--- config.mk ---
export PLATFORM = sky130hd
export DESIGN_NAME = eg2000_joystick_scanner_flat
export DESIGN_NICKNAME = d
export VERILOG_FILES = /design/src/rtl/eg2000_joy_pkg.sv /design/src/rtl/eg2000_joystick_scanner_if.sv /design/src/rtl/eg2000_joyscan_sar.sv /design/src/rtl/eg2000_joystick_scanner.sv /design/src/flat_wrapper.sv
export SDC_FILE = /design/constraint.sdc
export NUM_CORES = 1
export LEC_CHECK = 0
export BUFFER_PORTS_ARGS = -buffer_cell sky130_fd_sc_hd__buf_2
export CORE_AREA = 2 2 76 78
export CTS_BUF_LIST = sky130_fd_sc_hd__clkbuf_4
export CTS_CLUSTER_SIZE = 8
export DETAILED_ROUTE_END_ITERATION = 8
export DIE_AREA = 0 0 78 80
export GPL_TIMING_DRIVEN = 0
export PLACE_DENSITY = 0.89
export SYNTH_ARGS = -nofsm -noshare
export SYNTH_HDL_FRONTEND = slang
export SYNTH_SLANG_ARGS = --single-unit
--- constraint.sdc ---
create_clock -name clk -period 3.5 [get_ports clk]
set_clock_uncertainty 0.1 [all_clocks]
set_input_delay 0.525 -clock clk [delete_from_list [all_inputs] [get_ports clk]]
set_output_delay 0.525 -clock clk [all_outputs]
set_load 0.02 [all_outputs]
--- src/rtl/eg2000_joy_pkg.sv ---
// eg2000_joy_pkg: shared FSM states, axis map and sizes for the joystick scanner
package eg2000_joy_pkg;
  typedef enum logic [2:0] {IDLE, DRIVE, SETTLE_WAIT, SAMPLE, NEXT, DONE} state_e;
  localparam int AXES = 4;
  localparam int ROWS = 6;
  localparam int AXIS_W = 6;
  localparam logic [1:0] AX_P1X = 2'd0, AX_P1Y = 2'd1, AX_P2X = 2'd2, AX_P2Y = 2'd3;
  function automatic logic [2:0] cmp_bit(input logic [1:0] a);
    return 3'd7 - {1'b0, a};
  endfunction
endpackage

--- src/rtl/eg2000_joystick_scanner_if.sv ---
// eg2000_joystick_scanner_if: scan handshake, port A/B lines and snapshot outputs
interface eg2000_joystick_scanner_if;
  import eg2000_joy_pkg::*;
  logic start, busy, done;
  logic [AXIS_W-1:0] portA_o, p1_x_o, p1_y_o, p2_x_o, p2_y_o;
  logic [7:0] portB_i;
  logic [4*ROWS-1:0] keys_o;
  modport master (output start, portB_i,
                  input busy, done, portA_o, p1_x_o, p1_y_o, p2_x_o, p2_y_o, keys_o);
  modport slave (input start, portB_i,
                 output busy, done, portA_o, p1_x_o, p1_y_o, p2_x_o, p2_y_o, keys_o);
endinterface

--- src/rtl/eg2000_joyscan_sar.sv ---
// eg2000_joyscan_sar: one 6-bit successive-approximation engine, MSB first
module eg2000_joyscan_sar
  import eg2000_joy_pkg::*;
(
  input  logic              clk,
  input  logic              reset_n,
  input  logic              clr_i,
  input  logic              step_i,
  input  logic              keep_i,
  output logic [AXIS_W-1:0] cand_o,
  output logic [AXIS_W-1:0] res_o,
  output logic              last_o
);
  logic [AXIS_W-1:0] res_q, res_d;
  logic [2:0] bit_q, bit_d;
  assign cand_o = res_q | (AXIS_W'(1) << bit_q);
  assign res_o = res_q;
  assign last_o = bit_q == 3'd0;
  // clear rearms at the MSB; a step commits the trial bit if the comparator kept it
  always_comb begin
    res_d = clr_i ? '0 : (step_i && keep_i) ? cand_o : res_q;
    bit_d = clr_i ? 3'(AXIS_W-1) : step_i ? bit_q - 3'd1 : bit_q;
  end
  // result and bit pointer registers
  always_ff @(posedge clk) begin
    res_q <= !reset_n ? '0 : res_d;
    bit_q <= !reset_n ? 3'(AXIS_W-1) : bit_d;
  end
endmodule

--- src/rtl/eg2000_joystick_scanner.sv ---
// eg2000_joystick_scanner: SAR axis reader and keypad row scanner; keypad phase under EG2000_JOYSCAN_KEYPAD_EN
module eg2000_joystick_scanner
  import eg2000_joy_pkg::*;
#(
  parameter int SETTLE = 2
)
(
  input logic clk,
  input logic reset_n,
  eg2000_joystick_scanner_if.slave bus
);
  state_e state_q, state_d;
  logic [3:0] cnt_q;
  logic [1:0] axis_q;
  logic [AXIS_W-1:0] porta_q, cand, res, drive_val, drive_row;
  logic [AXIS_W-1:0] work_q [AXES];
  logic [AXIS_W-1:0] snap_q [AXES];
  logic sample, kp, row_last, last, keep, axis_end, scan_end;
`ifdef EG2000_JOYSCAN_KEYPAD_EN
  localparam bit KP_EN = 1'b1;
  logic kp_q;
  logic [2:0] row_q;
  logic [4*ROWS-1:0] kwork_q, ksnap_q;
  assign kp = kp_q;
  assign row_last = row_q == 3'(ROWS-1);
  assign drive_row = ~(AXIS_W'(1) << row_q);
  assign bus.keys_o = ksnap_q;
  // keypad phase follows the last axis; rows land in a working copy until DONE
  always_ff @(posedge clk) begin
    if (!reset_n) begin
      kp_q <= 1'b0;
      row_q <= '0;
      kwork_q <= '0;
      ksnap_q <= '0;
    end else begin
      kp_q <= state_q == IDLE ? 1'b0 : (axis_end && axis_q == AX_P2Y) ? 1'b1 : kp_q;
      row_q <= state_q == IDLE ? '0 : (sample && kp_q) ? row_q + 3'd1 : row_q;
      if (sample && kp_q) kwork_q[{row_q, 2'b00} +: 4] <= ~bus.portB_i[3:0];
      if (state_q == DONE) ksnap_q <= kwork_q;
    end
  end
`else
  localparam bit KP_EN = 1'b0;
  logic unused_rows;
  assign kp = 1'b0;
  assign row_last = 1'b0;
  assign drive_row = '1;
  assign bus.keys_o = '0;
  assign unused_rows = ^bus.portB_i[3:0];
`endif
  assign sample = state_q == SAMPLE;
  assign keep = bus.portB_i[cmp_bit(axis_q)];
  assign axis_end = sample && !kp && last;
  assign scan_end = kp ? row_last : (last && axis_q == AX_P2Y && !KP_EN);
  assign drive_val = kp ? drive_row : cand - AXIS_W'(1);
  assign bus.busy = state_q != IDLE;
  assign bus.done = state_q == DONE;
  assign bus.portA_o = porta_q;
  assign bus.p1_x_o = snap_q[AX_P1X];
  assign bus.p1_y_o = snap_q[AX_P1Y];
  assign bus.p2_x_o = snap_q[AX_P2X];
  assign bus.p2_y_o = snap_q[AX_P2Y];
  eg2000_joyscan_sar u_sar (
    .clk    (clk),
    .reset_n(reset_n),
    .clr_i  (state_q == IDLE || axis_end),
    .step_i (sample && !kp && !last),
    .keep_i (keep),
    .cand_o (cand),
    .res_o  (res),
    .last_o (last)
  );
  // state register
  always_ff @(posedge clk) state_q <= !reset_n ? IDLE : state_d;
  // each step is DRIVE, SETTLE-1 wait cycles, then SAMPLE which picks the next step
  always_comb begin
    state_d = state_q;
    case (state_q)
      IDLE:        state_d = bus.start ? DRIVE : IDLE;
      DRIVE:       state_d = SETTLE == 1 ? SAMPLE : SETTLE_WAIT;
      SETTLE_WAIT: state_d = cnt_q == 4'(SETTLE-2) ? SAMPLE : SETTLE_WAIT;
      SAMPLE:      state_d = scan_end ? DONE : DRIVE;
      default:     state_d = IDLE;
    endcase
  end
  // select lines, settle counter, axis index, per-axis latches and snapshot
  always_ff @(posedge clk) begin
    if (!reset_n) begin
      cnt_q <= '0;
      axis_q <= '0;
      porta_q <= '1;
      work_q <= '{default: '0};
      snap_q <= '{default: '0};
    end else begin
      cnt_q <= state_q == SETTLE_WAIT ? cnt_q + 4'd1 : '0;
      porta_q <= state_q == DRIVE ? drive_val : state_q == DONE ? '1 : porta_q;
      axis_q <= state_q == IDLE ? '0 : axis_end ? axis_q + 2'd1 : axis_q;
      if (axis_end) work_q[axis_q] <= keep ? cand : res;
      if (state_q == DONE) snap_q <= work_q;
    end
  end
endmodule

--- src/flat_wrapper.sv ---
// flat-port wrapper written by rule: the top's interface ports become plain ports
module eg2000_joystick_scanner_flat import eg2000_joy_pkg::*;
#(
  parameter int SETTLE = 2
)
  (clk, reset_n, bus_start, bus_portB_i, bus_busy, bus_done, bus_portA_o, bus_p1_x_o, bus_p1_y_o, bus_p2_x_o, bus_p2_y_o, bus_keys_o);
  eg2000_joystick_scanner_if bus_i ();
  input logic clk;
  input logic reset_n;
  input wire logic [$bits(bus_i.start)-1:0] bus_start;
  input wire logic [$bits(bus_i.portB_i)-1:0] bus_portB_i;
  output wire logic [$bits(bus_i.busy)-1:0] bus_busy;
  output wire logic [$bits(bus_i.done)-1:0] bus_done;
  output wire logic [$bits(bus_i.portA_o)-1:0] bus_portA_o;
  output wire logic [$bits(bus_i.p1_x_o)-1:0] bus_p1_x_o;
  output wire logic [$bits(bus_i.p1_y_o)-1:0] bus_p1_y_o;
  output wire logic [$bits(bus_i.p2_x_o)-1:0] bus_p2_x_o;
  output wire logic [$bits(bus_i.p2_y_o)-1:0] bus_p2_y_o;
  output wire logic [$bits(bus_i.keys_o)-1:0] bus_keys_o;
  assign bus_i.start = bus_start;
  assign bus_i.portB_i = bus_portB_i;
  assign bus_busy = bus_i.busy;
  assign bus_done = bus_i.done;
  assign bus_portA_o = bus_i.portA_o;
  assign bus_p1_x_o = bus_i.p1_x_o;
  assign bus_p1_y_o = bus_i.p1_y_o;
  assign bus_p2_x_o = bus_i.p2_x_o;
  assign bus_p2_y_o = bus_i.p2_y_o;
  assign bus_keys_o = bus_i.keys_o;
  eg2000_joystick_scanner #(.SETTLE(SETTLE)) u_core (.clk(clk), .reset_n(reset_n), .bus(bus_i));
endmodule
# Word-level counts from Yosys, hierarchy flattened
# Cells that the tools add are included.
# word_totals
ff_bits,72
in_bits,11
out_inout_bits,56
elab_cells,58
# classes
addsub,5
magnitude_cmp,3
eq_ne,5
shift,1
mux,12
bitwise_logic,3
reduce_logical,15
# ops
op,n
bitwise mux 24 bit,1
two-way mux 6 bit,4
demux 6 bit (select 2 bit),1
case mux 3 bit (4 select lines),1
"equality test 3 x 2 -> 1 bit, second input constant",2
logical NOT 3 bit,2
bitwise OR 6 bit,1
"<< shifter 1 x 3 -> 6 bit, first input constant",1
"subtractor 6 x 1 -> 6 bit, second input constant",1
logical AND 1 bit,5
"adder 4 x 1 -> 4 bit, second input constant",1
logical NOT 4 bit,1
"< comparator 3 x 4 -> 1 bit, second input constant",1
OR reduction 2 bit,2
binary-select mux 1 bit (select 3 bit),1
"equality test 3 x 1 -> 1 bit, second input constant",1
"equality test 3 bit, second input constant",1
">= comparator 3 bit, second input constant",1
"< comparator 3 x 1 -> 1 bit, second input constant",1
two-way mux 1 bit,3
two-way mux 3 bit,1
inverter 2 -> 3 bit,1
nonzero test 3 bit,1
"subtractor 3 x 1 -> 3 bit, second input constant",1
other kinds (8),8

# Longest topological paths before layout
# Gate-level depths: netlist (run 1).
# logic_depth
ltp_word,6
ltp_mapped,8
ltp_nobuf,8

# Hierarchy
# Synthesis (run 1) repeated with hierarchy kept, for this count alone.
# unflattened
hier_cells,367
hier_area_um2,3276.9
# modules_own_cells
module,n_inst,cells_per_inst,area_each_um2,seq_area_each_um2
eg2000_joystick_scanner,1,314,2755.1,1261.2
eg2000_joyscan_sar,1,53,521.8,180.2

# Worst setup path after synthesis (run 1)
# No wires, ideal clock.
# synth_timing
path_type,register -> register
start,register u_core.u_sar.bit_q[0]
end,"register u_core.porta_q[2], in the netlist u_core.bus.portA_o[2]"
setup_ns,0.136
arrival_time_ns,1.830
t_required_ns,3.264
setup_slack_ns,1.433
path_stages_with_launch,9
path_buffers,0
period_less_slack_ns,2.067
path_cell_list,dfxtp_1 inv_1 ha_1 nor2b_1 nor2_1 ha_1 or3_1 a211oi_1 o21ai_0
# synth_via
elab_chain_cells,4
# synth_rtl
item,line,rtl
from (decl),eg2000_joyscan_sar.sv:15,"logic [2:0] bit_q, bit_d;"
from (signal assigned),eg2000_joyscan_sar.sv:27,bit_q <= !reset_n ? 3'(AXIS_W-1) : bit_d;
<< shifter 1 x 3 -> 6 bit,eg2000_joyscan_sar.sv:16,assign cand_o = res_q | (AXIS_W'(1) << bit_q);
bitwise OR 6 bit,eg2000_joyscan_sar.sv:16,
subtractor 6 x 1 -> 6 bit,eg2000_joystick_scanner.sv:55,assign drive_val = kp ? drive_row : cand - AXIS_W'(1);
two-way mux 6 bit,eg2000_joystick_scanner.sv:96,porta_q <= state_q == DRIVE ? drive_val : state_q == DONE ? '1 : porta_q;
to (signal assigned),eg2000_joystick_scanner.sv:96,
to (decl),eg2000_joystick_scanner.sv:15,"logic [AXIS_W-1:0] porta_q, cand, res, drive_val, drive_row;"
# Every way passes these cells.
# A chain may end at the register's enable or synchronous reset.

# Worst setup path after layout (run 1)
# layout_timing
start,register u_core.state_q[0]
end,output bus_done
# layout_via
elab_chain_cells,1
# layout_rtl
item,line,rtl
from (decl),eg2000_joystick_scanner.sv:12,"state_e state_q, state_d;"
from (signal assigned),eg2000_joystick_scanner.sv:74,always_ff @(posedge clk) state_q <= !reset_n ? IDLE : state_d;
equality test 3 bit,eg2000_joystick_scanner.sv:57,assign bus.done = state_q == DONE;
to (decl),flat_wrapper.sv:13,output wire logic [$bits(bus_i.done)-1:0] bus_done;
# Every way passes these cells.

==> impl_metrics.yaml, run 1 <==
floorplan:
  dieArea_sq_um: 6240
  initial_core_util_pct: 58.8
  die_y_um: 80
  coreArea_sq_um: 5410
  io_pins: 67
  dieWidth_um: 78
  rows: 27
worst_hold_path:
  holdCritPathClass: "input port to flop"
clock_network:
  numCtsBuffers: 9
  insertion_delay_ns: 0.43
  cts_max_level: 3
  clkSlewWorstSetupHoldPaths_ns: 0.12
  ctsHoldBuffers: 0
  root_buffer: "clkbuf_4"
  cts_sinks: 72
  cts_resized: 0
  clock_path_buffers: 2
  postCtsSetupRepairBufs: 0
  cts_tree: "built"
placement:
  dp.cells: 489
  port_buffers: 38
  dp_slack_ns: 0.986
  dpl.hpwl_um: 4620
  gp_congestion: 0.884
finish:
  instances_no_fill: 505
  antenna_cells: 0
  synthToLayoutAreaGrowth_pct: 15.9
  drive_gt1_share_pct: 22.6
  nets: 451
grt:
  grt.total_usage_pct: 22.2
  antenna_found_initial: 0
  grt_pass1_vias: 2303
  overflow: 0
  grt_pass1_wl_um: 10700
  grt_start_max_net_pins: 14
power:
  power.leakage_nw: 1.66
  peakVddDrop_uv: 257
  p_total_mw: 1.46
  p_per_area_nw_per_um2: 398
drt:
  vias_per_cell: 5.00
  routed-via-count: 2525
  ant_nets: 0
  drt-wirelength-per-cell_um: 12.6
  routed_wl_um: 6380
  drtIter0Drc: 112
  drc_errors: 0
  drtPass1Iterations: 4
run_status:
  status: "finished, final reports clean"
logic_synthesis:
  ys_seq_area_share_pct: 45.4
  synth_cells: 356
  synth.distinct_cells: 39
  netlist_area_sq_um: 3180
  synth_seq_cells: 72
  yosys_warnings: 0
  syn_avg_cell_area_sq_um: 8.92
worst_setup_path:
  cp_max_fo: 10
  cp-end-kind: "output pin"
  arrival_ns: 1.97
  critical_path_required_ns: 2.87
  startpoint_type: "flop"
  critPathKind: "flop to output pin"
sta:
  fin_ws_ns: 0.906
  relSlewSlack_pct: 52.8
  drv_slew: 0
  fmax_mhz: 385
  setup_viol: 0
  rsz0062_at_grt: "false"
  hold_slack_ns: 0.238
  fin_crit_sh_pct: 74.1
  hold_viol_final: 0
  fin_crit_ns: 2.59
  worst_slew_pin_slew_ns: 0.698
  fin_tns_setup_ns: 0
run:
  cap_violations: 0
[cell families (layout without fill, tap and decap cells)]
family                   after synthesis  after routing  share of synthesized area (%)
AND/OR/NAND/NOR                      134            134                           19.6
flip-flops                            72             72                           45.4
AO/OA/AOI/OAI                         70             70                           15.4
buffers and inverters                 50            104                           9.29
adder cells (fa/ha/maj)               12             12                           4.73
multiplexers                          10             10                           3.54
XOR/XNOR                               7              7                           1.93
other                                  1             24                          0.118
[registers in the layout, summed over array words and instances, names as in the netlist]
register / cells
u_core.bus.p1_x_o: 6
u_core.bus.portA_o: 6
u_core.u_sar.bit_q: 3
u_core.work_q: 24
u_core.bus.p2_x_o: 6
u_core.bus.p1_y_o: 6
u_core.u_sar.res_o: 6
u_core.bus.p2_y_o: 6
u_core.axis_q: 2
u_core.cnt_q: 4
u_core.state_q: 3
[path summary, 6_finish.rpt]
kind,startpoint,end,slack (ns),cells past startpoint
worst max-delay path,u_core.state_q[0],bus_done,0.91,5
worst min-delay path,bus_start,u_core.state_q[0],0.24,3
worst max register to register,u_core.u_sar.bit_q[0],u_core.bus.portA_o[2],0.92,8
worst min register to register,u_core.bus.p2_x_o[1],u_core.bus.p2_x_o[1],0.37,2
[final cells by class]
class                   instances  area (sq um)
inverters                      10          37.5
repair buffers                 38           190
flip-flops and latches         72          1440
clock inverters                 7          70.1
well taps                      72          90.1
plain buffers                  40           258
multi-input cells             257          1530
clock buffers                   9          67.6
fillers                       450          1720
[metal layers]
layer	track usage, %	routed length [um]	vias up
met4	11.9	110	0
met5	0	0	-
li1	-	-	1281
met3	3.62	356	9
met2	36.6	3070	81
met1	27.8	2850	1154
[per-stage QoR]
| step | utilization, % | area, sq um |
|---|---|---|
| CTS | 68.1 | 3680 |
| detailed placement | 65.6 | 3540 |
| global route | 68.1 | 3680 |
| finish | 68.1 | 3680 |
| global placement | 65.6 | 3540 |
| floorplan | - | 3260 |
[cell usage after synthesis]
cell | number | area (sq um)
a2111oi_4 | 1 | 27.5
a211oi_1 | 2 | 15.0
a21boi_0 | 24 | 180
a21oi_1 | 18 | 90.1
and2_1 | 2 | 12.5
and2b_1 | 1 | 7.51
and3_1 | 4 | 25.0
and3b_1 | 2 | 17.5
and3b_2 | 1 | 10.0
and4b_1 | 1 | 10.0
buf_2 | 8 | 40.0
buf_4 | 26 | 195
clkbuf_1 | 6 | 22.5
conb_1 | 1 | 3.75
dfxtp_1 | 72 | 1440
ha_1 | 12 | 150
inv_1 | 9 | 33.8
inv_2 | 1 | 3.75
mux2i_1 | 9 | 90.1
mux4_2 | 1 | 22.5
nand2_1 | 70 | 263
nand2b_1 | 5 | 31.3
nand3_1 | 1 | 5.00
nor2_1 | 26 | 97.6
nor2b_1 | 4 | 25.0
nor3_1 | 6 | 30.0
nor3b_1 | 4 | 30.0
nor4bb_1 | 1 | 10.0
o211a_1 | 8 | 80.1
o211ai_1 | 1 | 7.51
o21ai_0 | 13 | 65.1
o21ai_2 | 1 | 8.76
o21ba_2 | 1 | 10.0
o22ai_1 | 1 | 6.26
or2_2 | 2 | 12.5
or3_1 | 2 | 12.5
or3b_4 | 2 | 22.5
xnor2_1 | 5 | 43.8
xor2_1 | 2 | 17.5
[critical path: stages (launching register included)]
cell and delay [ns]:
dfxtp_1 0.48, and2b_1 0.28, nand2_1 0.23, inv_2 0.18, buf_4 0.19, buf_2 0.17
[power breakdown]
part           internal, mW  total [mW]  switching, mW
clock network         0.217       0.522          0.304
registers             0.824       0.831        0.00678
logic                0.0427       0.110         0.0677
total                  1.08        1.46          0.379
[layout by cell type, fill, tap and decap left out, types with 12 or more instances in the layout]
master,n
ha_1,12
buf_2,46
o21ai_0,13
conb_1,24
nor2_1,26
a21oi_1,18
a21boi_0,24
buf_4,26
dfxtp_1,72
nand2_1,70
Power figures use the tool's default switching activity.
==> run 2, diff against run 1 <==
CORE_AREA = 2 2 82 84   (was 2 2 76 78)
DIE_AREA = 0 0 84 86   (was 0 0 78 80)
PLACE_DENSITY = 0.81   (was 0.89)
clock period = 2.1 ns   (was 3.5 ns; I/O delays follow)
==> impl_metrics.yaml, run 2 (same netlist as run 1, synthesis figures left out) <==
run_status:
  status: "finished, final reports clean"
sta:
  hold_viol_final: 0
  fin_crit_sh_pct: 93.3
  setup_viol: 0
  fin_crit_ns: 1.96
  relSlewSlack_pct: 49.8
  drv_slew: 0
  worst_slew_pin_slew_ns: 0.742
  fmax_mhz: 510
  rsz0062_at_grt: "false"
floorplan:
  io_pins: 67
  dieArea_sq_um: 7220
  die_y_um: 86
  dieWidth_um: 84
  rows: 29
  initial_core_util_pct: 50.6
  coreArea_sq_um: 6280
drt:
  drtPass1Iterations: 4
  routed_wl_um: 6360
  ant_nets: 0
  drc_errors: 0
  drtIter0Drc: 87
  vias_per_cell: 4.99
  drt-wirelength-per-cell_um: 12.5
  routed-via-count: 2541
grt:
  antenna_found_initial: 0
  grt.total_usage_pct: 18.8
  grt_start_max_net_pins: 12
  grt_pass1_wl_um: 10700
  grt_pass1_vias: 2327
  overflow: 0
placement:
  port_buffers: 38
  gp_congestion: 0.892
  dpl.hpwl_um: 4690
  dp.cells: 494
clock_network:
  clock_path_buffers: 2
  cts_max_level: 3
  cts_sinks: 72
  root_buffer: "clkbuf_4"
  insertion_delay_ns: 0.42
  clkSlewWorstSetupHoldPaths_ns: 0.10
  cts_tree: "built"
  ctsHoldBuffers: 0
  numCtsBuffers: 9
power:
  power.leakage_nw: 1.64
  p_per_area_nw_per_um2: 609
  peakVddDrop_uv: 420
worst_setup_path:
  crit_end: "u_core.bus.portA_o[2]"
  cp_max_fo: 4
  r2r_start: "u_core.u_sar.bit_q[0]"
  critPathKind: "flop to flop"
  arrival_ns: 2.15
  startpoint: "u_core.u_sar.bit_q[0]"
  startpoint_type: "flop"
  r2r_end: "u_core.bus.portA_o[2]"
  critical_path_required_ns: 2.29
  cp-end-kind: "flop"
  rr_worst_depth: 8
  reg2reg_slack_ns: 0.14
worst_hold_path:
  holdCritPathClass: "input port to flop"
finish:
  instances_no_fill: 509
  nets: 452
  antenna_cells: 0
  post-route-util_pct: 58.8
  drive_gt1_share_pct: 24.3
  synthToLayoutAreaGrowth_pct: 16.1
  regMostFlops: "u_core.work_q"
  largest_register_ffs: 24
  layout_common_cells: "nand2_1, dfxtp_1, buf_2, buf_4, nor2_1"
run:
  cap_violations: 0
-- run 2: cell types whose count changed in the layout (fill, tap and decap cells not counted), moves of 2 or more --
cell | before | now
clkinv_1 | 0 | 3
clkinv_2 | 3 | 0
dfxtp_1 | 72 | 69
buf_4 | 26 | 28
dfxtp_2 | 0 | 2
inv_1 | 9 | 7
-- run 2: final cells by class --
cell class	instances	area, sq um
Fill cell	583	2590
Multi-Input combinational cell	257	1550
Sequential cell	72	1450
Buffer	39	250
Timing Repair Buffer	40	208
Tap cell	77	96.3
Clock buffer	9	67.6
Inverter	10	40.0
Clock inverter	5	26.3
-- run 2: per-layer routing --
layer	wire [um]	GRT usage, %	vias up	share of wire [%]
met1	2780	22.6	1173	44
met4	100	8.21	0	1.6
met3	380	5.39	13	6.0
met5	0	0	-	0
li1	-	-	1287	-
met2	3100	31.6	68	49
-- run 2: timing repair --
action,in CTS,in global routing
pin swaps,0,0
setup endpoints to repair,3,2
gates resized for setup,9,7
setup buffers,1,1
-- run 2: how the worst min path moves through the flow --
stage | from | end | depth (start not counted)
detailed placement | u_core.work_q[3] | u_core.work_q[3] | 2
global placement | u_core.cnt_q[0] | u_core.cnt_q[0] | 1
CTS | bus_start | u_core.state_q[0] | 3
finish | bus_start | u_core.state_q[0] | 3
floorplan | u_core.cnt_q[0] | u_core.cnt_q[0] | 1
global route | bus_start | u_core.state_q[0] | 3
-- run 2: metrics by stage --
stage	TNS [ns]	area, sq um	setup WS [ns]	power (mW)	hold WS, ns
5_1_grt	0	3690	0.00796	2.33	0.0223
3_5_place_dp	-0.284	3550	-0.270	1.60	0.351
3_3_place_gp	-0.277	3550	-0.277	1.59	0.342
4_1_cts	0	3680	0.0224	2.27	0.00315
6_report	0	3690	0.140	2.25	0.0229
2_1_floorplan	0	3260	0.0333	1.56	0.330
-- run 2: report_power, final --
group / switching, mW / internal, mW
combinational: 0.113 / 0.0747
clock: 0.457 / 0.218
sequential: 0.0111 / 1.37
total: 0.582 / 1.67
-- run 2: critical path, stage by stage (launching register included) --
cell	delay, ns
dfxtp_2	0.36
inv_2	0.08
ha_2	0.20
nor2b_4	0.16
nor2_1	0.06
ha_1	0.23
or3_1	0.36
a211oi_2	0.21
o21ai_0	0.09
==> run 3, diff against run 2 <==
CAP_MARGIN = 20   (was default)
HOLD_SLACK_MARGIN = 0.06   (was default)
RECOVER_POWER = 50   (was default)
==> impl_metrics.yaml, run 3 (same netlist as run 1, synthesis figures left out) <==
power:
  comb_power_share_pct: 8.4
  switching_share_pct: 25.9
  peakVddDrop_uv: 420
  p_sw_uw: 583
  seq_power_share_pct: 61.6
  p_per_area_nw_per_um2: 615
  power.leakage_nw: 1.53
  p_total_mw: 2.25
  p_int_mw: 1.67
  power_frac_clock_pct: 30.1
finish:
  post-route-util_pct: 58.3
  instances_no_fill: 510
  synthToLayoutAreaGrowth_pct: 15.2
  nets: 453
  layout_common_cells: "nand2_1, dfxtp_1, clkbuf_1, buf_4, nor2_1"
  multi_input_area_sq_um: 1550
  drive_gt1_share_pct: 16.6
  seq_area_sq_um: 1450
  largest_register_ffs: 24
  antenna_cells: 0
  fin_area_sq_um: 3660
  nFillCells: 606
  regMostFlops: "u_core.work_q"
worst_setup_path:
  reg2reg_slack_ns: 0.14
  r2r_start: "u_core.u_sar.bit_q[0]"
  rr_worst_depth: 8
  cp_slowest_stage_delay_ns: 0.38
  r2r_end: "u_core.bus.portA_o[2]"
  critPathKind: "flop to output pin"
  cp_cell_sequence: "and2b_1, nand2_4, inv_4, buf_4"
  cp_slowest_cell: "dfxtp_4"
  cp_max_fo: 16
  crit_buf_inv: 2
  cp-end-kind: "output pin"
  arrival_ns: 1.55
  critical_path_required_ns: 1.68
  critical-path-top-delay-family: "simple AND/OR/NAND/NOR gates"
  startpoint_type: "flop"
drt:
  drtIter0Drc: 101
  routed-via-count: 2538
  ant_nets: 0
  drtPass1Iterations: 4
  drt-wirelength-per-cell_um: 12.5
  vias_per_cell: 4.98
  routed_wl_um: 6380
  drc_errors: 0
sta:
  fmax_mhz: 508
  fin_crit_ns: 1.97
  fin_ws_ns: 0.133
  rsz0062_at_grt: "false"
  drv_slew: 0
  fin_tns_setup_ns: 0
  relSlewSlack_pct: 51.5
  worst_slew_pin_slew_ns: 0.718
  fin_crit_sh_pct: 93.7
  hold_slack_ns: 0.125
  hold_viol_final: 0
  setup_viol: 0
placement:
  dpl.hpwl_um: 4690
  dp_slack_ns: -0.270
  dpl_cell_area_sq_um: 3550
  port_buffers: 38
  gp_congestion: 0.892
  dp.cells: 494
clock_network:
  root_buffer: "clkbuf_4"
  numCtsBuffers: 9
  insertion_delay_ns: 0.42
  cts_max_level: 3
  clkSlewWorstSetupHoldPaths_ns: 0.10
  cts_sinks: 72
  cts_tree: "built"
  clock_path_buffers: 2
floorplan:
  dieArea_sq_um: 7220
  die_y_um: 86
  initial_core_util_pct: 50.6
  dieWidth_um: 84
  rows: 29
  io_pins: 67
  coreArea_sq_um: 6280
grt:
  grt_pass1_vias: 2327
  grt_pass1_wl_um: 10700
  antenna_found_initial: 0
  grt_start_max_net_pins: 12
  overflow: 0
  grt.total_usage_pct: 18.8
worst_hold_path:
  holdCritPathClass: "input port to flop"
  worstHoldStart: "reset_n"
  min_to: "u_core.state_q[0]"
  worstHoldPathCells: 3
run_status:
  status: "finished, final reports clean"
run:
  cap_violations: 0
[run 3: changes by cell type in the layout (fill, tap and decap cells not counted), sizes merged]
cell | previous run | this run
buf | 73 | 41
clkbuf | 15 | 47
dlygate4sd3 | 0 | 1
[run 3: what timing repair did]
item,in CTS,in global routing
endpoints found under the hold margin,1,0
setup endpoints to repair,3,2
setup buffers,1,1
hold buffers,1,0
gates resized for setup,9,7
[run 3: power groups by stage]
stage	Clock (mW)	Combinational, mW	Sequential, mW
after floorplan	0	0.145	1.42
after global placement	0	0.179	1.41
after detailed placement	0	0.181	1.42
after CTS	0.700	0.185	1.39
after global routing	0.742	0.205	1.39
final	0.676	0.188	1.39
[run 3: worst min-delay path: stages]
cell and delay (ns):
buf_2 0.14, nand2b_1 0.11, a21oi_1 0.05
[run 3: layout make-up]
| class | instances | share of cell area (%) |
|---|---|---|
| multi-input cells | 257 | 42.4 |
| flip-flops and latches | 72 | 39.6 |
| plain buffers | 39 | 6.77 |
| repair buffers | 41 | 4.92 |
| well taps | 77 | 2.63 |
| clock buffers | 9 | 1.85 |
| inverters | 10 | 1.09 |
| clock inverters | 5 | 0.718 |
[run 3: worst max path at each step]
stage               slack, ns               endpoint                   from  depth (start not counted)
detailed placement      -0.27  u_core.bus.portA_o[2]  u_core.u_sar.bit_q[0]                          8
floorplan                0.03  u_core.bus.portA_o[2]  u_core.u_sar.bit_q[0]                          8
global route            0.008  u_core.bus.portA_o[2]  u_core.u_sar.bit_q[1]                          8
finish                   0.13               bus_done      u_core.state_q[1]                          4
global placement        -0.28  u_core.bus.portA_o[2]  u_core.u_sar.bit_q[0]                          8
CTS                      0.02               bus_done      u_core.state_q[1]                          5
[run 3: metal layers]
layer  vias up  global-route usage [%]  wire, um
met3        15                    5.39       385
li1       1288                       -         -
met1      1165                    22.6      2740
met4         0                    8.21       136
met2        70                    31.6      3120
met5         -                       0         0
